==> src/rtl/ace_vram_arbiter.sv <==
// Jupiter Ace screen-RAM arbiter: one synchronous 1 KB RAM shared by video scan-out
// and the Z80. Video has priority, last_grant alternates service when both wait.
module ace_vram_arbiter #(
    parameter logic [15:0] BASE_ADDR = 16'h2000,
    parameter int          WIN_BITS  = 11,
    parameter int          AW        = 10
) (
    input  logic          clk,
    input  logic          reset_n,
    input  logic [15:0]   cpu_a,
    input  logic          cpu_mreq_n,
    input  logic          cpu_rd_n,
    input  logic          cpu_wr_n,
    input  logic [7:0]    cpu_do,
    output logic [7:0]    cpu_di,
    output logic          cpu_wait_n,
    input  logic          vid_req,
    input  logic [AW-1:0] vid_addr,
    output logic [7:0]    vid_data,
    output logic          vid_ack,
    output logic [AW-1:0] ram_a,
    output logic          ram_we,
    output logic [7:0]    ram_din,
    input  logic [7:0]    ram_dout
);
    typedef enum logic [2:0] {IDLE, VID, VID_D, CPU, CPU_D} state_t;

    state_t        state, state_nx;
    logic          vpend, cpu_done, last_grant, cpu_wr_q;
    logic [AW-1:0] vaddr_q;
    logic          cpu_sel, cpu_req, grant_vid, grant_cpu;
    logic          unused_cpu_a;

    assign cpu_sel = ~cpu_mreq_n & (~cpu_rd_n | ~cpu_wr_n)
                   & (cpu_a[15:WIN_BITS] == BASE_ADDR[15:WIN_BITS]);
    assign cpu_req = cpu_sel & ~cpu_done;

    // Held released during reset so a frozen bus cannot lock the CPU.
    assign cpu_wait_n = ~reset_n | ~cpu_req;

    // Address bits between the RAM width and the window size only mirror.
    assign unused_cpu_a = ^cpu_a;

    assign grant_vid = (state == IDLE) && (state_nx == VID);
    assign grant_cpu = (state == IDLE) && (state_nx == CPU);

    always_ff @(posedge clk) begin
        if (!reset_n) state <= IDLE;
        else          state <= state_nx;
    end

    always_comb begin
        state_nx = state;
        case (state)
            IDLE: begin
                if (vpend && cpu_req && last_grant) state_nx = CPU;
                else if (vpend)                     state_nx = VID;
                else if (cpu_req)                   state_nx = CPU;
            end
            VID:     state_nx = VID_D;
            VID_D:   state_nx = IDLE;
            CPU:     state_nx = CPU_D;
            CPU_D:   state_nx = IDLE;
            default: state_nx = IDLE;
        endcase
    end

    always_ff @(posedge clk) begin
        if (!reset_n) begin
            vpend      <= 1'b0;
            vaddr_q    <= '0;
            cpu_done   <= 1'b0;
            last_grant <= 1'b0;
            cpu_wr_q   <= 1'b0;
            vid_ack    <= 1'b0;
            vid_data   <= 8'h00;
            cpu_di     <= 8'h00;
            ram_a      <= '0;
            ram_we     <= 1'b0;
            ram_din    <= 8'h00;
        end else begin
            vid_ack <= 1'b0;

            // A request landing on the grant edge stays pending for the next IDLE.
            if (vid_req) begin
                vpend   <= 1'b1;
                vaddr_q <= vid_addr;
            end else if (grant_vid) begin
                vpend <= 1'b0;
            end

            if (!cpu_sel)            cpu_done <= 1'b0;
            else if (state == CPU_D) cpu_done <= 1'b1;

            case (state)
                IDLE: begin
                    if (grant_vid) begin
                        ram_a      <= vaddr_q;
                        ram_we     <= 1'b0;
                        last_grant <= 1'b1;
                    end else if (grant_cpu) begin
                        ram_a      <= cpu_a[AW-1:0];
                        ram_we     <= ~cpu_wr_n;
                        ram_din    <= cpu_do;
                        cpu_wr_q   <= ~cpu_wr_n;
                        last_grant <= 1'b0;
                    end
                end
                VID_D: begin
                    vid_data <= ram_dout;
                    vid_ack  <= 1'b1;
                end
                CPU: ram_we <= 1'b0;
                CPU_D: begin
                    if (!cpu_wr_q) cpu_di <= ram_dout;
                end
                default: ;
            endcase
        end
    end
endmodule

==> config.mk <==
export PLATFORM = sky130hd
export DESIGN_NAME = ace_vram_arbiter
export DESIGN_NICKNAME = d
export VERILOG_FILES = /design/src/rtl/ace_vram_arbiter.sv
export SDC_FILE = /design/constraint.sdc
export NUM_CORES = 1
export LEC_CHECK = 0
export CAP_MARGIN = 20
export CORE_MARGIN = 4
export CORE_UTILIZATION = 42
export CTS_BUF_LIST = sky130_fd_sc_hd__clkbuf_16
export DETAILED_ROUTE_END_ITERATION = 12
export PLACE_DENSITY = 0.79
export SKIP_CTS_REPAIR_TIMING = 1
export SYNTH_ARGS = -nofsm -noshare
export SYNTH_HDL_FRONTEND = slang
export SYNTH_SLANG_ARGS = --single-unit
==> constraint.sdc <==
create_clock -name clk -period 2.2 [get_ports clk]
set_input_delay 0.44 -clock clk [delete_from_list [all_inputs] [get_ports clk]]
set_output_delay 0.44 -clock clk [all_outputs]
set_load 0.02 [all_outputs]
==> flow_summary.yaml <==
run_status:
  status: "completed"
finish:
  syn2layout_area_growth_pct: 56.40
  final_area_um2: 3209
  seqCellArea_um2: 1061
  n_antenna_cell: 0
  multi_input_area_um2: 934.6
  fillers: 376
  drive_gt1_share_pct: 9.006
  nets: 369
yosys:
  synth_top_family_by_area: "simple AND/OR/NAND/NOR gates"
  synth_edf_count: 0
  seq_area_frac_synth_pct: 51.71
  yosys_warnings: 0
  synthMuxAreaShare_pct: 4.878
  synth_fa_ha_area_share_pct: 0
  ys_top_cells_by_count: "dfxtp_1, nand2_1, a21oi_1"
  syn_area_um2: 2052
  syn_nets: 281
  ys_ff_latch: 53
  syn_area_per_cell_um2: 8.807
  synth_cells: 233
  synth-simple-area-share_pct: 22.44
  synth.most_common_cell: "dfxtp_1"
  synth_ff_type: "dfxtp_1"
  ys_types: 30
  synthTopCellsByArea: "dfxtp_1, nand2_1, a21oi_1"
  synth-xor-area-share_pct: 0.4268
  synth_area_leader_cell: "dfxtp_1"
  synth_top_area_share_pct: 51.71
  synth_compound_area_share_pct: 17.07
  async_reset_ff_share_pct: 0
floorplanning:
  initial_utilization_pct: 43.44
  rows: 25
  dieArea_um2: 6068
  ioPinCount: 85
  fp.dieH_um: 77.90
  core_area_um2: 4723
  dieWidth_um: 77.90
min_path:
  hp-class: "flip-flop to flip-flop"
setup_path:
  worstPathArrival_ns: 2.31
  reg2reg_slack_ns: 0.49
  path_delay_family: "buffers and inverters"
  worstSetupEndpointType: "flip-flop"
  cp_max_fo: 10
  max_stage_delay_ns: 0.45
  critPathKind: "input pin to flip-flop"
  crit_required_ns: 2.43
  start_kind: "input pin"
  crit_slowest_cell: "clkdlybuf4s50_1"
  worst-path-buf-inv: 3
  cp_cell_sequence: "clkdlybuf4s50_1, a211o_1, buf_4, or3_4, nor3_4, buf_12, a221o_1"
clock_network:
  cts_htree_levels: 2
  cts_buffers: 5
  clock_latency_ns: 0.29
  root_buffer: "clkbuf_16"
  clock_path_buffers: 2
  clk_pin_slew_worst_paths_ns: 0.07
  cts_tree: "built"
  cts_sinks: 53
sta:
  worstMarginPinSlew_ns: 0.5992
  rsz0062_at_grt: "false"
  setup_violations: 0
  final.setup_skew_ns: 0.003594
  drv_slew: 0
  min_period_ns: 2.084
  hold_slack_ns: 0.4530
  period_share_pct: 94.71
  fmax_ghz: 0.4799
  final-hold-violation-count: 0
  maxSlewHeadroom_pct: 59.97
routing:
  wl_um: 5522
  drc_errors: 0
  via_per_inst: 5.044
  antenna_left: 0
  wl_per_cell_um: 14.20
  vias: 1962
  dr.pass1.iters: 4
  drt_iter0_drc: 92
power_and_ir_drop:
  vdd_drop_max_mv: 0.4072
  seqPwrFrac_pct: 47.6
  power_density_nw_per_um2: 653.4
  p_int_mw: 1.644
  p_comb_share_pct: 11.0
  swShare_pct: 21.62
  p_leak_nw: 1.185
  clockPowerShare_pct: 41.3
  p_switching_uw: 453.4
global_routing:
  grt.overflow.total: 0
  grtUsageTotal_pct: 18.15
  antenna_found_initial: 0
  grt_pass1_wl_um: 8804
  grt_pass1_vias: 1875
  grt_max_degree: 24
placement:
  dpl.hpwl_um: 3944
  io_buffers: 83
  placed_area_um2: 3017
  gp_congestion: 0.7973
job:
  cap_violations: 0
worst paths after layout:
check | start | endpoint | cells past startpoint
hold / removal | cpu_di[6] | cpu_di[6] | 2
setup / recovery | cpu_wr_n | ram_a[4] | 7
setup reg to reg | state[0] | cpu_wr_q | 4
hold reg to reg | cpu_di[6] | cpu_di[6] | 2
through the flow:
| step | TNS [ns] | power, mW | setup WS (ns) | instances | utilization, % |
|---|---|---|---|---|---|
| final | 0 | 2.097 | 0.1164 | 389 | 67.95 |
| after CTS | -0.5264 | 2.118 | -0.5031 | 389 | 67.39 |
| after global routing | 0 | 2.183 | 0.06747 | 389 | 67.95 |
| after global placement | -5.940 | 1.245 | -0.4769 | 381 | 63.87 |
| after detailed placement | -6.341 | 1.249 | -0.5023 | 381 | 63.87 |
| after floorplan | 0 | 1.112 | 0.1008 | 233 | - |
cells in the final DEF, fill, tap and decap left out, types with 2 or more instances in the layout:
master	synthesis	routed
clkdlybuf4s50_1	0	78
dlymetal6s2s_1	0	4
nand2b_1	3	3
nor4_1	2	2
and2_1	2	2
mux2i_1	10	10
nor3_4	1	2
nor2_1	14	14
nor3_1	12	11
a221o_1	10	10
o21ai_1	0	4
nand2_1	49	49
buf_4	0	12
a21oi_1	28	27
inv_1	3	3
nand3_1	8	8
o21ai_0	8	4
a311oi_1	3	3
clkbuf_16	0	5
dfxtp_1	53	53
worst min-delay path, cell delays in order, from the launching register on:
cell,delay [ns]
dfxtp_1,0.31
nand2_1,0.05
a21oi_1,0.05
final cells by class:
class	instances	share of cell area, %
clock buffers	5	3.899
clock inverters	3	1.287
inverters	3	0.3509
multi-input cells	162	29.12
flip-flops and latches	53	33.06
well taps	67	2.612
repair buffers	96	29.67
cell families (layout without fill, tap and decap cells):
family	after synthesis	count (layout)
and+or+nand+nor	97	97
xor gates and xnor gates	1	1
muxes	10	10
AOI/OAI and AO/OA	54	54
buffers and inverters	18	107
DFF	53	53
registers in the layout, summed over array words and instances (netlist names):
signal	count
ram_we	1
vid_data	8
vid_ack	1
state	3
vaddr_q	10
ram_a	10
cpu_done	1
last_grant	1
ram_din	8
cpu_di	8
vpend	1
cpu_wr_q	1
layer usage:
layer  global-route usage [%]  share of wire [%]  up-vias
met5                        0                  0        -
met4                    6.818                1.8        0
met3                    4.872                5.0        7
met2                    30.31                 49       56
met1                    22.25                 44      902
li1                         -                  -      997
power groups by stage:
stage,logic (mW),clock network (mW),registers (mW)
after floorplan,0.0845,0,1.03
after CTS,0.231,0.889,0.998
after global placement,0.226,0,1.02
after detailed placement,0.229,0,1.02
after global routing,0.249,0.932,1.00
final,0.232,0.867,0.999
Power figures use the tool's default switching activity.
